`config.mk`:
```
export PLATFORM = sky130hd
export DESIGN_NAME = plreg_arbiter
export DESIGN_NICKNAME = d
export VERILOG_FILES = /design/src/rtl/plreg_arbiter.sv
export SDC_FILE = /design/constraint.sdc
export NUM_CORES = 1
export LEC_CHECK = 0
export BUFFER_PORTS_ARGS = -buffer_cell sky130_fd_sc_hd__buf_2
export CAP_MARGIN = 20
export CORE_UTILIZATION = 35
export DETAILED_ROUTE_END_ITERATION = 8
export SLEW_MARGIN = 15
export SYNTH_ARGS = -nofsm -noshare
export SYNTH_HDL_FRONTEND = slang
export SYNTH_SLANG_ARGS = --single-unit
export TNS_END_PERCENT = 20
```
`constraint.sdc`:
```
create_clock -name clk -period 2.9 [get_ports clk]
set_clock_uncertainty 0.15 [all_clocks]
set_input_delay 0.58 -clock clk [delete_from_list [all_inputs] [get_ports clk]]
set_output_delay 0.58 -clock clk [all_outputs]
set_load 0.05 [all_outputs]
```
`src/rtl/plreg_arbiter.sv`:
```
// plreg_arbiter
//
// Shared register loaded by one of four requesters, picked round-robin.
// Each served request walks IDLE -> LOAD -> DONE: the winner is picked in
// IDLE, its data slice is captured in LOAD, and DONE pulses a one-hot ack,
// advances the priority pointer and counts the completed load.
//
// Ports:
//   clk       rising-edge clock
//   reset     synchronous active-high reset
//   req       per-requester load request (req[i] is requester i)
//   din       flat requester data, requester i owns din[i*WIDTH +: WIDTH]
//   clr       synchronous clear of the shared register, aborts any grant
//   q         shared register contents
//   ack       one-hot completion pulse to the served requester
//   grant_id  index of the granted requester, meaningful while busy=1
//   busy      high while a grant is in progress (LOAD or DONE)
//   loads     count of completed loads, wraps 255 -> 0

module plreg_arbiter #(
  parameter int WIDTH = 4
) (
  input  logic               clk,
  input  logic               reset,
  input  logic [3:0]         req,
  input  logic [4*WIDTH-1:0] din,
  input  logic               clr,
  output logic [WIDTH-1:0]   q,
  output logic [3:0]         ack,
  output logic [1:0]         grant_id,
  output logic               busy,
  output logic [7:0]         loads
);

  typedef enum logic [1:0] {
    IDLE = 2'd0,
    LOAD = 2'd1,
    DONE = 2'd2
  } state_e;

  state_e           state_q, state_d;
  logic [1:0]       grantId_q, grantId_d;
  logic [1:0]       ptr_q, ptr_d;
  logic [WIDTH-1:0] data_q, data_d;
  logic [7:0]       loads_q, loads_d;

  logic [1:0]       winner;
  logic             found;
  logic [1:0]       cand;

  // Round-robin pick: scan from the requester just after the last one
  // served, ending with the last-served requester itself so it gets the
  // lowest priority when others are also waiting.
  always_comb begin
    winner = '0;
    found  = 1'b0;
    cand   = '0;
    for (int k = 1; k < 5; k++) begin
      cand = ptr_q + 2'(k);
      if (!found && req[cand]) begin
        winner = cand;
        found  = 1'b1;
      end
    end
  end

  // State register and datapath registers. Reset returns the pointer to 3
  // so requester 0 is first in line after reset.
  always_ff @(posedge clk) begin
    if (reset) begin
      state_q   <= IDLE;
      grantId_q <= '0;
      ptr_q     <= 2'd3;
      data_q    <= '0;
      loads_q   <= '0;
    end else begin
      state_q   <= state_d;
      grantId_q <= grantId_d;
      ptr_q     <= ptr_d;
      data_q    <= data_d;
      loads_q   <= loads_d;
    end
  end

  // Next-state logic. A clear overrides everything: it empties the register
  // and drops back to IDLE, leaving pointer and load count untouched so an
  // aborted requester is simply arbitrated again later.
  always_comb begin
    state_d   = state_q;
    grantId_d = grantId_q;
    ptr_d     = ptr_q;
    data_d    = data_q;
    loads_d   = loads_q;
    if (clr) begin
      state_d = IDLE;
      data_d  = '0;
    end else begin
      case (state_q)
        IDLE: begin
          if (found) begin
            grantId_d = winner;
            state_d   = LOAD;
          end
        end
        LOAD: begin
          data_d  = din[grantId_q*WIDTH +: WIDTH];
          state_d = DONE;
        end
        DONE: begin
          ptr_d   = grantId_q;
          loads_d = loads_q + 8'd1;
          state_d = IDLE;
        end
        default: begin
          state_d = IDLE;
        end
      endcase
    end
  end

  // Outputs. The ack is suppressed when clr or reset is present in the DONE
  // cycle, because that edge discards the completion instead of retiring it.
  always_comb begin
    ack = '0;
    if (state_q == DONE && !clr && !reset) begin
      ack[grantId_q] = 1'b1;
    end
    busy = (state_q != IDLE);
  end

  assign q        = data_q;
  assign grant_id = grantId_q;
  assign loads    = loads_q;

endmodule

```
# ---- Yosys cells after proc, flatten, opt, wreduce, memory -nomap -nowiden
# Index checks and enable logic that the tools add are counted.
dict set report classes {
  addsub 4
  mul 0
  div_mod_pow 0
  order_cmp 6
  eq_ne 3
  n_shift 1
  muxes 21
  n_bitwise 1
  n_reduce_logical 16
}
# operator n
set op_table {}
lappend op_table {{$shiftx 16x5->4} 1}
lappend op_table {{$lt 2x3->1 const B} 5}
lappend op_table {{$mux 2} 5}
lappend op_table {{$mux 1} 9}
lappend op_table {{$add 8x1->8 const B} 1}
lappend op_table {{$bmux 1 s2} 4}
lappend op_table {{$logic_and 1x1->1} 6}
lappend op_table {{$logic_not 1->1} 5}
lappend op_table {{$add 2x2->2 const B} 2}
lappend op_table {{$mux 4} 1}
lappend op_table {{$pmux 2 s2} 1}
lappend op_table {{$reduce_and 3->1} 1}
lappend op_table {{$add 2x1->2 const B} 1}
lappend op_table {{$demux 1 s2} 1}
lappend op_table {{$eq 2x1->1 const B} 1}
lappend op_table {{$eq 2x2->1 const B} 1}
lappend op_table {{$ge 2x1->1 const B} 1}
lappend op_table {{$logic_not 2->1} 1}
lappend op_table {{$ne 2x2->1 const B} 1}
lappend op_table {{$reduce_and 2->1} 1}
lappend op_table {{$reduce_bool 2->1} 1}
lappend op_table {{$reduce_or 2->1} 1}
lappend op_table {{$not 1->1} 1}
dict set report totals {
  register_bits 18
  latchBits 0
  mem_bits_rw 0
  rom_bits 0
  inputBits 23
  output_inout_bits 19
  wordCells 57
  mem_count 0
}

# ---- Depth between registers and ports, before layout
# Gate-level depths: netlist (run 1).
dict set report depth {
  ltp_word 15
  mapped_depth 6
  depth_no_buf 4
}

# ---- Least setup slack after synthesis (run 1)
# OpenSTA, ideal clock, no wires.
dict set report synth_timing {
  path_kind {input to output}
  start {in clr}
  end {out ack[0]}
  t_arrival_ps 2638
  t_required_ps 2170
  path_slack_ps -468
  cell_stages 4
  path_buffers 2
  cell_sequence {buf_6 -> or3b_1 -> buf_6 -> nor4_1}
}
dict set report synth_via {
  elab_chain_len 4
}
# item line_no
set synth_rtl {}
lappend synth_rtl {{from (decl)} 27} ;# input logic clr,
lappend synth_rtl {{$logic_not 1->1} 125} ;# if (state_q == DONE && !clr && !reset) begin
lappend synth_rtl {{$logic_and 1x1->1 (2 in a row)} 125}
lappend synth_rtl {{$mux 4} 125}
lappend synth_rtl {{to (decl)} 29} ;# output logic [3:0] ack,
# No other way between the ends.

# ---- Worst setup path after layout (run 1)
# Same ends and word-level chain as after synthesis.

==> results of run 1 <==
==> state kept, by name, indices dropped and copies added, names as in the netlist <==
name,count
q,4
state_q,2
ptr_q,2
grant_id,2
loads,8
==> power breakdown <==
| group | internal (mW) | leakage [nW] | switching [mW] |
|---|---|---|---|
| sequential | 0.252 | 0.146 | 0.00929 |
| combinational | 0.0349 | 0.377 | 0.0422 |
| clock | 0.0483 | 0.0138 | 0.0744 |
==> final cells by class <==
| cell class | instances | area [sq um] | area share, % |
|---|---|---|---|
| inverters | 4 | 15.0 | 1.31 |
| clock buffers | 3 | 22.5 | 1.96 |
| well taps | 30 | 37.5 | 3.27 |
| repair buffers | 42 | 213 | 18.5 |
| flip-flops and latches | 18 | 360 | 31.4 |
| multi-input cells | 67 | 499 | 43.5 |
==> worst max-delay path, delay by kind of cell <==
kind                   cells  cell delay [ns]
buffers and inverters      2             0.47
AND/OR/NAND/NOR            2             0.74
==> cell families (layout without fill, tap and decap cells) <==
family | after synthesis | after routing | share of synthesized area, %
AO/OA/AOI/OAI | 13 | 13 | 10.2
XOR/XNOR | 6 | 6 | 5.70
adder cells (fa/ha/maj) | 1 | 1 | 1.36
buffers and inverters | 11 | 49 | 6.78
flip-flops | 18 | 18 | 39.1
multiplexers | 8 | 8 | 14.1
AND/OR/NAND/NOR | 39 | 39 | 22.8
==> layer usage <==
layer | vias up | track usage [%]
met5 | - | 0
met4 | 0 | 3.95
met3 | 2 | 5.17
met2 | 29 | 26.9
met1 | 402 | 18.3
li1 | 428 | -
==> cells in the final DEF, fill, tap and decap left out, drive strengths merged, types with 2 or more instances in the layout <==
| cell | instances |
|---|---|
| buf | 42 |
| dfxtp | 18 |
| nor3 | 8 |
| nor2 | 7 |
| nand2 | 7 |
| inv | 4 |
| mux4 | 4 |
| mux2i | 4 |
| o211ai | 3 |
| nand4 | 3 |
| xor2 | 3 |
| xnor2 | 3 |
| clkbuf | 3 |
| nor4 | 2 |
| and4 | 2 |
| nand2b | 2 |
| o21ai | 2 |
| nand3 | 2 |
| a21oi | 2 |
==> worst paths after layout <==
| check | from | endpoint | slack [ns] | cells after the start |
|---|---|---|---|---|
| setup / recovery | clr | ack[0] | 0.38 | 4 |
| hold / removal | loads[1] | loads[1] | 0.37 | 2 |
| setup reg to reg | state_q[0] | loads[5] | 1.28 | 4 |
| hold reg to reg | loads[1] | loads[1] | 0.37 | 2 |
==> through the flow <==
stage                     setup WS (ns)  std cells  util [%]  TNS, ns  hold slack [ns]
final                             0.379        164      46.3        0            0.365
after global routing              0.260        164      46.3        0            0.407
after CTS                         0.378        164      46.3        0            0.355
after detailed placement          0.384        161      45.4        0            0.340
after global placement            0.386        161      45.4        0            0.335
after floorplan                  -0.468         96         -   -0.937            0.333
==> qor.yml, run 1 <==
top_layer_used: "met4"
route.met3.wl_microns: 141
grt_max_degree: 20
fin_crit_sh_pct: 86.9
synth_top_flop_cell: "dfxtp_1"
grt_pass1_wl_microns: 3170
dr_wl_met2_microns: 968
io_pins: 42
power_per_cell_area_mw_per_mm2: 402
yosys-top-cells-area: "dfxtp_1 39%, mux4_2 9.8%, mux2i_1 4.3%, nor3_1 4.3%, nand2_1 2.8%"
clk_latency_ns: 0.29
slowest_delay_ns: 0.50
post_cts_resized: 0
clock_path_buffers: 2
vias: 861
status: "finished, final reports clean"
drt-total-wl_microns: 2020
cts-root-buf: "clkbuf_4"
hp-class: "reg -> reg"
synth_area_sq_um: 922
dieArea_sq_mm: 0.00284
coreArea_sq_mm: 0.00248
path_cells: "buf_2 > or3b_1 > nor4_1 > buf_2"
grt_pass1_vias: 739
drt_pass1_iterations: 4
nFillCells: 253
cts_sinks: 18
path_max_fanout: 10
place_area_sq_mm: 0.00112
netlist_instances: 96
period_needed_ns: 2.52
cp_data_required_time_ns: 2.17
area_growth_pct: 24.4
synth_edf_count: 0
report.final.hold_viol_count: 0
nNetsFinal: 160
die_h_microns: 53.3
drt_iter0_drc: 3
arrival_ns: 1.79
drive_above_1_share_pct: 38.1
grt_usage_pct: 15.6
crit_type: "in -> out"
rsz0062_at_grt: "no"
synth_cell_types: 34
ant_nets: 0
syn_avg_cell_area_sq_um: 9.61
final_max_slew_viol_count: 0
dpl.hpwl_microns: 1500
die_x_microns: 53.3
post-synth-top-count-cell: "dfxtp_1"
fmax_mhz: 397
final_cell_area_sq_mm: 0.00115
syn_nets: 120
post_cts_buffers: 0
crit_path_end_kind: "output pin"
max_cap_viol_count: 0
cts_tree: "yes"
yosys.area.top_type_share_pct: 39.1
antenna_found_initial: 0
synth-async-reset-ratio_pct: 0
worst_pin_slew_ns: 0.518
post_drt_wl_per_cell_microns: 12.3
gr-total-overflow: 0
clkSlewWorstSetupHoldPaths_ns: 0.09
setup_viol: 0
ctsHoldBuffers: 0
synth_warnings: 0
p_leak_nw: 0.537
n_antenna_cell: 0
max-vdd-ir-drop_mv: 0.325
drcViolationCount: 0
power_mw: 0.461
wl_met1_microns: 894
crit_path_top_delay_cell: "or3b_1"
cts_buffers: 3
synth_top_area_cell: "dfxtp_1"
cp-start-kind: "primary input"
gp_congestion: 0.752
path_common_cell: "buf_2"
htreeDepth: 1
relSlewSlack_pct: 65.0
io_buffers: 41
ys_seq_area_share_pct: 39.1
ys_seq_elements: 18
start_util_pct: 37.2
num_rows: 18
synth.top_cells.by_count: "18 x dfxtp_1, 8 x nor3_1, 7 x nand2_1, 7 x nor2_1"
vias_per_cell: 5.25
Note: power is estimated with default switching activity, not from simulation.
==> run 2: changes to the inputs <==
- ABC_AREA: default -> 1
- HOLD_SLACK_MARGIN: default -> 0.12
==> run 2 against run 1 <==
Effect of this change:
- sequential power barely moved
- largest cell class unchanged
- global-route usage fell by 0.17 points
- sequential share of layout area fell by 6.3 points
- critical path depth rose by 3
- synthesized cell count rose by 78%
- maximum frequency rose by 6.7%
- critical endpoint unchanged
- final cell count rose by 55%
- power rose by 11%
- first-iteration DRC count rose to 12 times the previous value
==> qor.yml, run 2 <==
post_drt_wl_per_cell_microns: 10.0  # was 12.3 microns
synth_top_flop_cell: "dfxtp_1"  # unchanged
post-synth-top-count-cell: "nand2_1"  # was dfxtp_1
synth_top_area_cell: "dfxtp_1"  # unchanged
report.final.hold_viol_count: 0  # unchanged
grt_usage_pct: 15.5  # was 15.6%
synth_area_sq_mm: 0.00118  # was 922 sq um
stdcell_count: 255  # was 164
area_growth_pct: 21.7  # was 24.4%
setup_viol: 0  # unchanged
crit_path_end_kind: "output pin"  # unchanged
power_mw: 0.514  # was 0.461 mW
p_leak_nw: 0.751  # was 0.537 nW
post-route-util_pct: 45.8  # was 46.3%
path_common_cell: "buf_2"  # unchanged
final_cell_area_sq_mm: 0.00143  # was 0.00115 sq mm
place_area_sq_mm: 0.00141  # was 0.00112 sq mm
crit_type: "in -> out"  # unchanged
start_util_pct: 37.7  # was 37.2%
fin_crit_sh_pct: 81.5  # was 86.9%
grt_max_degree: 13  # was 20
fmax_mhz: 423  # was 397 MHz
placed_cells: 252  # was 161
dpl_worst_slack_ns: 0.509  # was 0.384 ns
max-vdd-ir-drop_mv: 0.177  # was 0.325 mV
relSlewSlack_pct: 70.6  # was 65.0%
crit_path_top_delay_cell: "buf_2"  # was or3b_1
netlist_instances: 171  # was 96
final_max_slew_viol_count: 0  # unchanged
n_antenna_cell: 0  # unchanged
yosys.area.top_type_share_pct: 30.6  # was 39.1%
path_max_fanout: 8  # was 10
ctsHoldBuffers: 0  # unchanged
timing.hold.ws_ns: 0.315  # was 0.365 ns
dpl.hpwl_microns: 2080  # was 1500 microns
synth_cell_types: 30  # was 34
gr-total-overflow: 0  # unchanged
cts_buffers: 3  # unchanged
r2r-start: "ptr_q[0]"  # was state_q[0]
largest_reg_flops: 8  # unchanged
ys_seq_elements: 18  # unchanged
vias_per_cell: 4.64  # was 5.25
antenna_found_initial: 0  # unchanged
cts_sinks: 18  # unchanged
io_buffers: 41  # unchanged
vias: 1183  # was 861
die_x_microns: 60.0  # was 53.3 microns
io_pins: 42  # unchanged
setup_tns_ns: 0  # unchanged
worstSetupStartpoint: "clr"  # unchanged
status: "finished, final reports clean"  # unchanged
drive_above_1_share_pct: 34.6  # was 38.1%
path_cells: "buf_2 > nor2_2 > nand2_4 > inv_1 > nand2_1 > nor3_1 > buf_2"  # was buf_2 > or3b_1 > nor4_1 > buf_2
synth_edf_count: 0  # unchanged
layout_common_cells: "41 x buf_2, 40 x nand2_1, 18 x a21oi_1, 18 x dfxtp_1"  # was 41 x buf_2, 18 x dfxtp_1, 8 x nor3_1, 7 x nor2_1, 7 x nand2_1
slowest_delay_ns: 0.28  # was 0.50 ns
nNetsFinal: 237  # was 160
cts-root-buf: "clkbuf_4"  # unchanged
syn_avg_cell_area_sq_um: 6.89  # was 9.61 sq um
final_common_cell: "buf_2"  # unchanged
worstHoldStart: "loads[7]"  # was loads[1]
num_rows: 20  # was 18
hp-class: "reg -> reg"  # unchanged
drt_iter0_drc: 37  # was 3
dieArea_sq_mm: 0.00360  # was 0.00284 sq mm
clock_path_buffers: 2  # unchanged
rsz0062_at_grt: "no"  # unchanged
rrSetupSlack_ns: 1.23  # was 1.28 ns
synth-async-reset-ratio_pct: 0  # unchanged
post_cts_buffers: 0  # unchanged
cp_data_required_time_ns: 2.17  # about the same
cts_tree: "yes"  # unchanged
drcViolationCount: 0  # unchanged
drt_pass1_iterations: 4  # unchanged
synth.top_cells.by_count: "40 x nand2_1, 18 x a21oi_1, 18 x dfxtp_1"  # was 18 x dfxtp_1, 8 x nor3_1, 7 x nand2_1, 7 x nor2_1
max_cap_viol_count: 0  # unchanged
yosys-top-cells-area: "dfxtp_1 31%, nand2_1 13%, a21oi_1 7.6%, nand2_4 6.7%, nand2_2 5.3%"  # was dfxtp_1 39%, mux4_2 9.8%, mux2i_1 4.3%, nor3_1 4.3%, nand2_1 2.8%
setup_ws_ns: 0.537  # was 0.379 ns
cp-start-kind: "primary input"  # unchanged
syn_nets: 195  # was 120
nFillCells: 346  # was 253
die_h_microns: 60.0  # was 53.3 microns
worst_pin_slew_ns: 0.441  # was 0.518 ns
htreeDepth: 1  # unchanged
ys_seq_area_share_pct: 30.6  # was 39.1%
post_cts_resized: 0  # unchanged
gp_congestion: 0.748  # was 0.752
clkSlewWorstSetupHoldPaths_ns: 0.09  # about the same
period_needed_ns: 2.36  # was 2.52 ns
power_per_cell_area_mw_per_mm2: 358  # was 402 mW/mm^2
arrival_ns: 1.63  # was 1.79 ns
synth_warnings: 0  # unchanged
clk_latency_ns: 0.28  # was 0.29 ns
drt-total-wl_microns: 2560  # was 2020 microns
grt_pass1_vias: 974  # was 739
grt_pass1_wl_microns: 4220  # was 3170 microns
coreArea_sq_mm: 0.00313  # was 0.00248 sq mm
ant_nets: 0  # unchanged
[run 2: cell count changes after synthesis, sizes merged, moves of 6 or more]
| cell | before | now |
|---|---|---|
| a21oi | 2 | 18 |
| inv | 4 | 20 |
| nand2 | 7 | 57 |
| nand3 | 2 | 10 |
| nor2 | 7 | 19 |
| o21ai | 2 | 8 |
[run 2: cell families after synthesis]
group / share of synthesized area, %
DFF: 30.6
buffers and inverters: 9.55
AOI/OAI and AO/OA: 15.3
and+or+nand+nor: 43.5
adders and majority gates: 1.06
[run 2: worst paths after layout]
path | to | depth (start not counted)
worst min-delay path | loads[7] | 1
worst max register to register | grant_id[0] | 11
worst max-delay path | ack[0] | 7
worst min register to register | loads[7] | 1
[run 2: critical path: cells and delay by family]
kind	cells	cell delay, ns
buffers and inverters	3	0.54
AND/OR/NAND/NOR	4	0.49
[run 2: area by class of cell]
| type | count | area, sq um | area share, % |
|---|---|---|---|
| inverter | 20 | 85.1 | 5.93 |
| multi-input combinational | 129 | 706 | 49.2 |
| sequential | 18 | 360 | 25.1 |
| clock buffer | 3 | 22.5 | 1.57 |
| timing repair buffer | 41 | 205 | 14.3 |
| tap | 44 | 55.1 | 3.84 |
[run 2: layer usage]
metal	part of all wire (%)	vias to the layer above	global-route usage [%]
li1	-	645	-
met1	50	526	22.3
met2	47	10	22.5
met3	2.4	2	2.81
met4	0.67	0	5.98
met5	0	-	0
[run 2: power by group]
part | switching (mW) | leakage (nW) | internal [mW]
clock network | 0.0699 | 0.0138 | 0.0482
logic | 0.0872 | 0.591 | 0.0447
registers | 0.00990 | 0.146 | 0.254
total | 0.167 | 0.751 | 0.347
==> run 3: changes to the inputs <==
- ABC_AREA: 1 -> 0
- clock period: 2.9 -> 2.35 ns (I/O delays scaled with it)
==> run 3 against run 2 <==
Effect of this change:
- combinational power decreased by 24%
- routed wire length decreased by 15%
- count of clock-buffer cells in the layout rose by 1
- clock power up 62%
- via count down 27%
- sequential power increased by 23%
- global-route usage increased by 1.9 points
- utilization grew 2.2 points
- final area is 17% lower
- largest cell class unchanged
- setup slack got worse by 0.37 ns
- largest power group unchanged
==> qor.yml, run 3 (synthesis results as in run 1) <==
post_cts_buffers: 0  # unchanged
ff2ff_path_depth: 5  # was 11
fmax_mhz: 458
cts_buffers: 3  # unchanged
coreArea_sq_mm: 0.00248  # was 0.00313 sq mm
n_antenna_cell: 0  # unchanged
relSlewSlack_pct: 59.4  # was 70.6%
grt_pass1_vias: 855  # was 974
p_seq_share_pct: 52.6  # was 51.4%
grt_max_degree: 20  # was 13
slowest_delay_ns: 0.47  # was 0.28 ns
area_growth_pct: 29.2  # was 21.7%
cp.depth: 3  # was 7
post_drt_wl_per_cell_microns: 13.1  # was 10.0 microns
period_needed_ns: 2.18
power_mw: 0.615  # was 0.514 mW
path_buf_inv: 1  # was 3
ctsHoldBuffers: 0  # unchanged
antenna_found_initial: 0  # unchanged
die_h_microns: 53.3  # was 60.0 microns
final_max_slew_viol_count: 0  # unchanged
crit_path_top_delay_cell: "or3b_1"  # was buf_2
grt_pass1_wl_microns: 3530  # was 4220 microns
drt_iter0_drc: 11  # was 37
gp_congestion: 0.808  # was 0.748
arrival_ns: 1.56  # was 1.63 ns
report.final.hold_viol_count: 0  # unchanged
htreeDepth: 1  # unchanged
power_per_cell_area_mw_per_mm2: 516  # was 358 mW/mm^2
route.met3.wl_microns: 181  # was 62 microns
crit_type: "reg -> out"  # was in -> out
dpl.hpwl_microns: 1590  # was 2080 microns
nNetsFinal: 161  # was 237
internal-power_mw: 0.450  # was 0.347 mW
clk_latency_ns: 0.29  # was 0.28 ns
cts_tree: "yes"  # unchanged
setup_ws_ns: 0.167  # was 0.537 ns
io_pins: 42  # unchanged
setup_tns_ns: 0  # unchanged
worstHoldStart: "clr"  # was loads[7]
r2r-start: "state_q[0]"  # was ptr_q[0]
final_common_cell: "buf_2"  # unchanged
cts_sinks: 18  # unchanged
cts-root-buf: "clkbuf_4"  # unchanged
start_util_pct: 37.2  # was 37.7%
hold-path-cell-count: 2  # was 1
pwr-share-clk_pct: 31.1  # was 23.0%
dpl_worst_slack_ns: 0.204  # was 0.509 ns
drcViolationCount: 0  # unchanged
cp_data_required_time_ns: 1.73  # was 2.17 ns
io_buffers: 41  # unchanged
clkSlewWorstSetupHoldPaths_ns: 0.11  # was 0.09 ns
drt-total-wl_microns: 2170  # was 2560 microns
layout_common_cells: "41 x buf_2, 17 x dfxtp_1, 8 x nor3_1, 7 x nor2_1, 7 x nand2_1"  # was 41 x buf_2, 40 x nand2_1, 18 x a21oi_1, 18 x dfxtp_1
fin_crit_sh_pct: 92.9
grt_usage_pct: 17.3  # was 15.5%
max_cap_viol_count: 0  # unchanged
worst_pin_slew_ns: 0.601  # was 0.441 ns
path_delay_family: "simple AND/OR/NAND/NOR gates"  # was buffers and inverters
setup_viol: 0  # unchanged
post_cts_resized: 0  # unchanged
p_sw_share_pct: 26.8  # was 32.5%
clock_path_buffers: 2  # unchanged
dr_wl_met2_microns: 1000  # was 1200 microns
p_comb_share_pct: 16.3  # was 25.7%
drt_pass1_iterations: 4  # unchanged
wl_met1_microns: 972  # was 1280 microns
vias_per_cell: 5.23  # was 4.64
num_rows: 18  # was 20
nFillCells: 262  # was 346
vias: 869  # was 1,183
status: "finished, final reports clean"  # unchanged
drive_above_1_share_pct: 41.2  # was 34.6%
top_layer_used: "met4"  # unchanged
worstSetupStartpoint: "state_q[0]"  # was clr
p_sw_mw: 0.165  # was 0.167 mW
p_leak_nw: 0.550  # was 0.751 nW
crit_path_end_kind: "output pin"  # unchanged
rsz0062_at_grt: "no"  # unchanged
cp-start-kind: "flip-flop"  # was primary input
path_max_fanout: 5  # was 8
gr-total-overflow: 0  # unchanged
die_x_microns: 53.3  # was 60.0 microns
ant_nets: 0  # unchanged
hp-class: "in -> reg"  # was reg -> reg
largest_reg_flops: 8  # unchanged
dieArea_sq_mm: 0.00284  # was 0.00360 sq mm
max-vdd-ir-drop_mv: 0.277  # was 0.177 mV
path_cells: "or3b_1 > nor4_2 > buf_2"  # was buf_2 > nor2_2 > nand2_4 > inv_1 > nand2_1 > nor3_1 > buf_2
-- run 3: changes by cell type in the layout (fill, tap and decap cells not counted), moves of 5 or more --
| cell | before | now |
|---|---|---|
| nand2_1 | 40 | 7 |
| o21ai_0 | 7 | 2 |
| nand2_2 | 10 | 0 |
| inv_1 | 15 | 4 |
| nor2_1 | 15 | 7 |
| a21oi_1 | 18 | 2 |
| nand3_1 | 9 | 2 |
| nand2_4 | 7 | 0 |
-- run 3: cell type report --
cell class	count	area, sq um	area share, %
timing repair buffer	43	220	18.5
inverter	4	15.0	1.26
multi-input combinational	67	520	43.7
clock buffer	4	36.3	3.05
tap	30	37.5	3.15
sequential	18	362	30.4
-- run 3: worst register-to-register path, cell delays in order (launching register included) --
cell and delay, ns:
dfxtp_1 0.36, or3b_1 0.47, buf_4 0.20, nor3_1 0.23
xnor2_1 0.14, nor2_1 0.05
-- run 3: stage by stage --
stage | hold WS, ns | utilization [%] | instances | cell area (sq um)
detailed placement | 0.345 | 46.6 | 162 | 1150
CTS | 0.302 | 48.0 | 166 | 1190
finish | 0.306 | 48.1 | 166 | 1190
floorplan | 0.334 | - | 96 | 943
global placement | 0.331 | 46.6 | 162 | 1150
global route | 0.311 | 48.1 | 166 | 1190
-- run 3: per-layer routing --
metal	vias to the layer above	track usage (%)
met5	-	0
met4	0	8.33
met3	2	3.45
met2	36	30.6
met1	399	19.4
li1	432	-
-- run 3: power groups by stage --
stage	registers, mW	clock network [mW]	logic, mW
after CTS	0.324	0.200	0.100
after floorplan	0.338	0	0.0621
final	0.324	0.191	0.100
after global routing	0.326	0.211	0.107
after detailed placement	0.331	0	0.0990
after global placement	0.330	0	0.0980
-- run 3: worst paths after layout --
kind                                 end  slack (ns)
worst min-delay path                q[1]        0.31
worst min register to register  loads[1]        0.36
worst max register to register  loads[7]        0.65
worst max-delay path              ack[0]        0.17
